==> config.mk <==
export PLATFORM = sky130hd
export DESIGN_NAME = controle_fileira
export DESIGN_NICKNAME = d
export VERILOG_FILES = /design/src/rtl/fileira_pkg.sv /design/src/rtl/controle_fileira_divisor_quadros.sv /design/src/rtl/controle_fileira.sv
export SDC_FILE = /design/constraint.sdc
export NUM_CORES = 1
export LEC_CHECK = 0
export CAP_MARGIN = 25
export CORE_MARGIN = 2
export CORE_UTILIZATION = 45
export DETAILED_ROUTE_END_ITERATION = 12
export GPL_TIMING_DRIVEN = 0
export MAX_ROUTING_LAYER = met4
export PLACE_DENSITY = 0.69
export SYNTH_ARGS = -nofsm -noshare
export SYNTH_HDL_FRONTEND = slang
export SYNTH_HIERARCHICAL = 1
export SYNTH_SLANG_ARGS = --single-unit
==> constraint.sdc <==
create_clock -name CLK_i -period 13.3 [get_ports CLK_i]
set_clock_uncertainty 0.05 [all_clocks]
set_input_delay 2.66 -clock CLK_i [delete_from_list [all_inputs] [get_ports CLK_i]]
set_output_delay 2.66 -clock CLK_i [all_outputs]
set_load 0.005 [all_outputs]
==> src/rtl/fileira_pkg.sv <==
// Shared types and helpers for the enemy-row controller: state encoding, row geometry
// constants and alive-mask helpers (lowest/highest alive index, popcount).
package fileira_pkg;

    localparam int NUM_INIMIGOS = 5;
    localparam int COORD_W      = 10;
    localparam logic [COORD_W-1:0] X_OCULTO = 10'd1023;

    typedef enum logic [2:0] {
        OCIOSO,
        MARCHA,
        DESCE,
        CHEGOU_ST,
        LIMPO_ST
    } estado_t;

    function automatic logic [2:0] indice_lo(input logic [NUM_INIMIGOS-1:0] v);
        logic [2:0] r;
        r = '0;
        for (int i = NUM_INIMIGOS - 1; i >= 0; i--)
            if (v[i]) r = 3'(i);
        return r;
    endfunction

    function automatic logic [2:0] indice_hi(input logic [NUM_INIMIGOS-1:0] v);
        logic [2:0] r;
        r = '0;
        for (int i = 0; i < NUM_INIMIGOS; i++)
            if (v[i]) r = 3'(i);
        return r;
    endfunction

    function automatic int contar_vivos(input logic [NUM_INIMIGOS-1:0] v);
        int n;
        n = 0;
        for (int i = 0; i < NUM_INIMIGOS; i++)
            n += int'(v[i]);
        return n;
    endfunction

endpackage

==> src/rtl/controle_fileira_divisor_quadros.sv <==
// Frame-tick divider: emits a move tick on the FRAME_TICK that completes a period of limite_i ticks.
// Combinational move_o, one-cycle pulse; counter saturates gracefully if the limit shrinks below it.
module divisor_quadros #(
    parameter int W = 3
) (
    input  logic         CLK_i,
    input  logic         reset_i,
    input  logic         clr_i,
    input  logic         en_i,
    input  logic         tick_i,
    input  logic [W-1:0] limite_i,
    output logic         move_o
);

    logic [W-1:0] cnt_q;

    // >= rather than == so a limit that drops below the current count still fires next tick
    assign move_o = en_i && tick_i && (cnt_q >= limite_i - W'(1));

    always_ff @(posedge CLK_i or negedge reset_i) begin
        if (!reset_i) begin
            cnt_q <= '0;
        end else if (clr_i) begin
            cnt_q <= '0;
        end else if (en_i && tick_i) begin
            cnt_q <= move_o ? '0 : cnt_q + W'(1);
        end
    end

endmodule

==> src/rtl/controle_fileira.sv <==
// Motion and alive-state controller for a row of five enemies; drives packed X/Y object buses.
// All outputs registered (event at t visible at t+1). Optional SPEEDUP_EN shortens the move period as enemies die.
module controle_fileira
    import fileira_pkg::*;
#(
    parameter int X_INICIAL   = 40,
    parameter int Y_INICIAL   = 40,
    parameter int ESPACO      = 60,
    parameter int LARGURA     = 40,
    parameter int ALTURA      = 40,
    parameter int PASSO_X     = 4,
    parameter int PASSO_Y     = 20,
    parameter int X_MAX       = 640,
    parameter int Y_LIMITE    = 440,
    parameter int DIV_QUADROS = 4
) (
    input  logic                              CLK_i,
    input  logic                              reset_i,
    input  logic                              FRAME_TICK_i,
    input  logic                              START_i,
    input  logic                              KILL_i,
    input  logic [2:0]                        KILL_IDX_i,
    output logic [NUM_INIMIGOS*COORD_W-1:0]   X_OBJETO_o,
    output logic [NUM_INIMIGOS*COORD_W-1:0]   Y_OBJETO_o,
    output logic [NUM_INIMIGOS-1:0]           VIVOS_o,
    output logic                              CHEGOU_o,
    output logic                              LIMPO_o
);

    localparam int CNT_W = $clog2(DIV_QUADROS + 1);

    if (X_INICIAL + 4 * ESPACO + LARGURA > X_MAX) begin : g_geometria_invalida
        $error("controle_fileira: initial row does not fit inside X_MAX");
    end

    estado_t                            state_q, state_d;
    logic [COORD_W-1:0]                 base_x_q, base_x_d, base_y_q, base_y_d;
    logic [NUM_INIMIGOS-1:0]            vivos_q, vivos_d;
    logic                               dir_q, dir_d;
    logic [NUM_INIMIGOS*COORD_W-1:0]    x_obj_q, x_obj_d, y_obj_q, y_obj_d;
    logic                               chegou_q, limpo_q;
    logic [CNT_W-1:0]                   limite;
    logic                               move, ativo, kill_ok;
    logic [10:0]                        borda_esq, borda_dir;

    assign ativo = (state_q == MARCHA) || (state_q == DESCE);

`ifdef SPEEDUP_EN
    always_comb begin
        int lim;
        lim = DIV_QUADROS - (NUM_INIMIGOS - contar_vivos(vivos_q));
        if (lim < 1) lim = 1;
        limite = CNT_W'(lim);
    end
`else
    assign limite = CNT_W'(DIV_QUADROS);
`endif

    divisor_quadros #(.W(CNT_W)) u_divisor (
        .CLK_i    (CLK_i),
        .reset_i  (reset_i),
        .clr_i    (START_i),
        .en_i     (ativo),
        .tick_i   (FRAME_TICK_i),
        .limite_i (limite),
        .move_o   (move)
    );

    // Edges come from the registered mask, so a same-cycle kill does not affect this move
    assign borda_esq = {1'b0, base_x_q} + 11'(indice_lo(vivos_q)) * 11'(ESPACO);
    assign borda_dir = {1'b0, base_x_q} + 11'(indice_hi(vivos_q)) * 11'(ESPACO) + 11'(LARGURA);
    assign kill_ok   = ativo && KILL_i && (KILL_IDX_i < 3'd5) && vivos_q[KILL_IDX_i];

    always_comb begin
        state_d  = state_q;
        base_x_d = base_x_q;
        base_y_d = base_y_q;
        vivos_d  = vivos_q;
        dir_d    = dir_q;
        if (START_i) begin
            state_d  = MARCHA;
            base_x_d = COORD_W'(X_INICIAL);
            base_y_d = COORD_W'(Y_INICIAL);
            vivos_d  = '1;
            dir_d    = 1'b0;
        end else begin
            if (kill_ok)
                vivos_d = vivos_q & ~(NUM_INIMIGOS'(1) << KILL_IDX_i);
            if (kill_ok && (vivos_d == '0)) begin
                state_d = LIMPO_ST;
            end else if (move && (state_q == MARCHA)) begin
                if (!dir_q) begin
                    if (borda_dir + 11'(PASSO_X) <= 11'(X_MAX)) base_x_d = base_x_q + COORD_W'(PASSO_X);
                    else                                         state_d  = DESCE;
                end else begin
                    if (borda_esq >= 11'(PASSO_X)) base_x_d = base_x_q - COORD_W'(PASSO_X);
                    else                           state_d  = DESCE;
                end
            end else if (move && (state_q == DESCE)) begin
                if ({1'b0, base_y_q} + 11'(PASSO_Y + ALTURA) > 11'(Y_LIMITE)) begin
                    state_d = CHEGOU_ST;
                end else begin
                    base_y_d = base_y_q + COORD_W'(PASSO_Y);
                    dir_d    = ~dir_q;
                    state_d  = MARCHA;
                end
            end
        end
    end

    always_comb begin
        x_obj_d = {NUM_INIMIGOS{X_OCULTO}};
        y_obj_d = {NUM_INIMIGOS{X_OCULTO}};
        for (int i = 0; i < NUM_INIMIGOS; i++) begin
            if ((state_d == MARCHA || state_d == DESCE || state_d == CHEGOU_ST) && vivos_d[i]) begin
                x_obj_d[i*COORD_W +: COORD_W] = base_x_d + COORD_W'(i * ESPACO);
                y_obj_d[i*COORD_W +: COORD_W] = base_y_d;
            end
        end
    end

    always_ff @(posedge CLK_i or negedge reset_i) begin
        if (!reset_i) begin
            state_q  <= OCIOSO;
            base_x_q <= '0;
            base_y_q <= '0;
            vivos_q  <= '0;
            dir_q    <= 1'b0;
            x_obj_q  <= {NUM_INIMIGOS{X_OCULTO}};
            y_obj_q  <= {NUM_INIMIGOS{X_OCULTO}};
            chegou_q <= 1'b0;
            limpo_q  <= 1'b0;
        end else begin
            state_q  <= state_d;
            base_x_q <= base_x_d;
            base_y_q <= base_y_d;
            vivos_q  <= vivos_d;
            dir_q    <= dir_d;
            x_obj_q  <= x_obj_d;
            y_obj_q  <= y_obj_d;
            chegou_q <= (state_d == CHEGOU_ST);
            limpo_q  <= (state_d == LIMPO_ST);
        end
    end

    assign X_OBJETO_o = x_obj_q;
    assign Y_OBJETO_o = y_obj_q;
    assign VIVOS_o    = vivos_q;
    assign CHEGOU_o   = chegou_q;
    assign LIMPO_o    = limpo_q;

endmodule

==> metrics.csv <==
stage,metric,value,unit
route,1st-pass router iterations,5,
synth,Post-Syn Area,7050,um2
global_routing,initial antenna violation count,0,
synth,commonest register cell after synthesis,dfstp_2,
clock_network,Post-CTS Setup Repair Bufs,0,
timing,fin. max-slew vios,0,
timing,Final Hold Viols,0,
synth,"EDFF count, synth",0,
placement,HPWL Detailed,13600,um
final_layout,multi-input logic area,3200,um2
global_routing,Tot GR Track Use,0.237,
critical_path,"Slowest-stage cell, CP",or4b_2,
synth,"Seq/Total Area, Yosys",0.493,
synth,Synth Instances,694,
clock_network,CTS tree,built,
global_routing,largest net degree at the start of global routing,80,
final_layout,Reg area,3480,um2
clock_network,root buf cell,clkbuf_16,
synth,"FFs w/ async S/R, synth",1.00,
route,Starting DRT DRC Count,439,
synth,post-synth top area cell,dfstp_2,
final_layout,Fillers,1267,
synth,warning count from the yosys run,6,
route,Vias,5713,
clock_network,post-cts resize count,0,
placement,number of I/O port buffers,113,
route,Routed WL,18700,um
critical_path,crit path max fanout,11,
final_layout,Antenna Diode Count,0,
critical_path,Required @ worst endpoint,13.56,ns
clock_network,Worst-Skew Late Latency,0.42,ns
synth,syn avg cell area,10.2,um2
global_routing,total grt overflow,0,
global_routing,global-route wire length before repair,29600,um
clock_network,cts bufs inserted,17,
synth,Synth top area share,0.373,
timing,Peak Freq,149,MHz
clock_network,clock-pin slew on the worst setup and hold paths,0.06,ns
timing,fin crit period,6.72,ns
clock_network,H-Tree Depth,4,
critical_path,"Critical Path, Cell by Cell","clkbuf_1, or3_1, ha_1, ha_1, a21o_1, a21oi_1, xnor2_1, ha_1, ha_1, a21oi_1, and2_1, a21oi_1, or4b_2, clkbuf_1, a211oi_1, nor3_1, o21ai_2, ha_1, inv_1, a2111oi_2, nor4_1, nand3b_1",
timing,Least-Margin Pin Slew,1.04,ns
power,PD cells,118,nW/um2
route,DRC,0,
power,Leakage,0.00416,uW
timing,max_slew headroom,0.305,
floorplan,die width,129,um
placement,RePlAce Congestion,0.882,
final_layout,Area Growth Syn to Fin,29.1,%
timing,RSZ-0062 raised after global routing,no,
global_routing,vias in the first global route,5751,
flow_run,Maximum Capacitance Violations,0,
floorplan,number of cell rows,45,
route,drt wl/cell,17.7,um
final_layout,share of post-route cells with drive strength above 1,0.191,
critical_path,Critical Path AT,6.98,ns
timing,Final Cycle Share,0.505,
floorplan,IO Pins,115,
clock_network,CTS hold repair buffers,0,
power,Pwr Total,1070,uW
final_layout,post-layout util,0.596,
synth,Yosys cell types,77,
floorplan,Die ar.,16700,um2
critical_path,crit path kind,reg2reg,
timing,Setup Viol. Count Final,0,
power,worst vdd ir,108,uV
status,status,"complete, no violations",
min_path,Hold Path Class,reg2reg,
critical_path,CP Launch Type,flop,
critical_path,"slowest stage delay, CP",0.63,ns
floorplan,initial core utilization,0.462,
critical_path,crit end category,flop,
clock_network,clk buf depth,2,
timing,Fin Setup TNS,0,ns
synth,#FFs+latches synth,134,
clock_network,CTS sink cnt,134,
synth,Synth area leaders,"dfstp_2 37%, dfrtp_1 12%, ha_1 8.5%",
route,Routed Antenna Nets,0,
floorplan,Die Ht,129,um
final_layout,fin nets,891,
route,Via density,5.43,
floorplan,core outline area,15300,um2
critical_path,CP most frequent cell,ha_1,
==> cell type report <==
| type | instances | share of cell area |
|---|---|---|
| Sequential cell | 134 | 0.382 |
| Multi-Input combinational cell | 468 | 0.352 |
| Timing Repair Buffer | 114 | 0.127 |
| Clock buffer | 17 | 0.0468 |
| Tap cell | 211 | 0.0290 |
| Inverter | 67 | 0.0276 |
| Clock inverter | 15 | 0.0210 |
| Buffer | 27 | 0.0138 |
==> placed cells by master (no fill, tap or decap), drive strengths merged, types with 4 or more instances in the layout <==
cell type and instances:
dfstp 100, o211ai 5, a31oi 8, nor4b 4
and3 12, and2 6, a21oi 29, a21o 7
fa 6, dfrtp 34, o21a 6, nor2b 7
nand4 8, nor2 35, xnor2 15, conb 4
or4 4, nand2b 10, o31ai 4, mux2i 5
a211oi 7, inv 75, nor3 14, o221ai 5
ha 48, nor4 5, nand2 110, nor3b 4
or2 4, o21ai 22, nand3b 4, clkdlybuf4s50 112
clkbuf 38, xor2 7, buf 8, nand3 15
==> cell usage after synthesis, types with 4 or more instances <==
library cell,number
a211oi_1,7
a21o_1,7
a21oi_1,28
a31oi_1,7
and2_1,5
and3_1,12
clkbuf_1,21
dfrtp_1,34
dfstp_2,100
fa_1,6
ha_1,48
inv_1,67
mux2i_1,5
nand2_1,110
nand2b_1,10
nand3_1,15
nand3b_1,4
nand4_1,7
nor2_1,35
nor2b_1,7
nor3_1,14
nor3b_1,4
nor4_1,5
o211ai_1,5
o21a_1,6
o21ai_0,15
o21ai_1,5
o221ai_1,4
o31ai_1,4
or2_2,4
xnor2_1,15
xor2_1,7
==> metrics by stage <==
stage | hold slack (ns) | setup slack (ns) | cells | cell area (um2)
6_report | 0.513 | 6.58 | 1053 | 9100
3_5_place_dp | 0.510 | 6.47 | 1021 | 8480
5_1_grt | 0.541 | 6.10 | 1053 | 9100
2_1_floorplan | 0.467 | 7.45 | 696 | 7060
4_1_cts | 0.519 | 6.63 | 1053 | 9100
3_3_place_gp | 0.486 | 4.79 | 1020 | 8450
==> final timing paths <==
kind                                     from                  to  slack, ns  cells past startpoint
max in group asynchronous             reset_i      X_OBJETO_o[34]      10.29                      2
hold reg to reg            u_divisor/cnt_q[1]  u_divisor/cnt_q[1]       0.51                      2
hold / removal             u_divisor/cnt_q[1]  u_divisor/cnt_q[1]       0.51                      2
setup reg to reg                   VIVOS_o[4]      X_OBJETO_o[19]       6.58                     22
min in group asynchronous             reset_i         base_y_q[2]       2.15                      1
setup / recovery                   VIVOS_o[4]      X_OBJETO_o[19]       6.58                     22
==> worst max-delay path: cells and delay by family (launching register included) <==
family / cells / cell delay, ns
AOI/OAI and AO/OA: 7 / 2.04
and+or+nand+nor: 6 / 1.75
adders and majority gates: 5 / 1.64
buffers and inverters: 3 / 0.59
DFF: 1 / 0.38
xor gates and xnor gates: 1 / 0.14
==> sequential cells by signal, summed over array words and instances (netlist names) <==
name and cells:
CHEGOU_o 1, LIMPO_o 1, VIVOS_o 5, X_OBJETO_o 50
Y_OBJETO_o 50, base_x_q 10, base_y_q 10, dir_q 1
state_q 3, u_divisor/cnt_q 3
==> cells by family (layout without fill, tap and decap cells) <==
group / after synthesis / count (layout) / synth area share
flops: 134 / 134 / 0.493
fa+ha+maj: 54 / 54 / 0.102
mux: 8 / 8 / 0.0130
simple gates: 254 / 254 / 0.179
compound gates: 126 / 126 / 0.131
buf+inv: 94 / 240 / 0.0534
other cells: 2 / 4 / 0.00107
xor+xnor: 22 / 22 / 0.0273
==> report_power, final <==
group | switching [uW] | leakage, uW | internal (uW) | total [uW]
Sequential | 8.74 | 0.00146 | 443 | 451
Combinational | 72.8 | 0.00240 | 62.3 | 135
Clock | 188 | 0.000299 | 300 | 488
Total | 270 | 0.00416 | 805 | 1070
==> routing by layer <==
| metal | track usage | vias to the layer above | wire length, um |
|---|---|---|---|
| met5 | - | - | 0 |
| met4 | 0.0761 | 0 | 354 |
| met3 | 0.0512 | 28 | 1070 |
| met2 | 0.368 | 173 | 8770 |
| met1 | 0.312 | 2852 | 8460 |
| li1 | - | 2660 | - |
(Power assumes the default switching activity.)
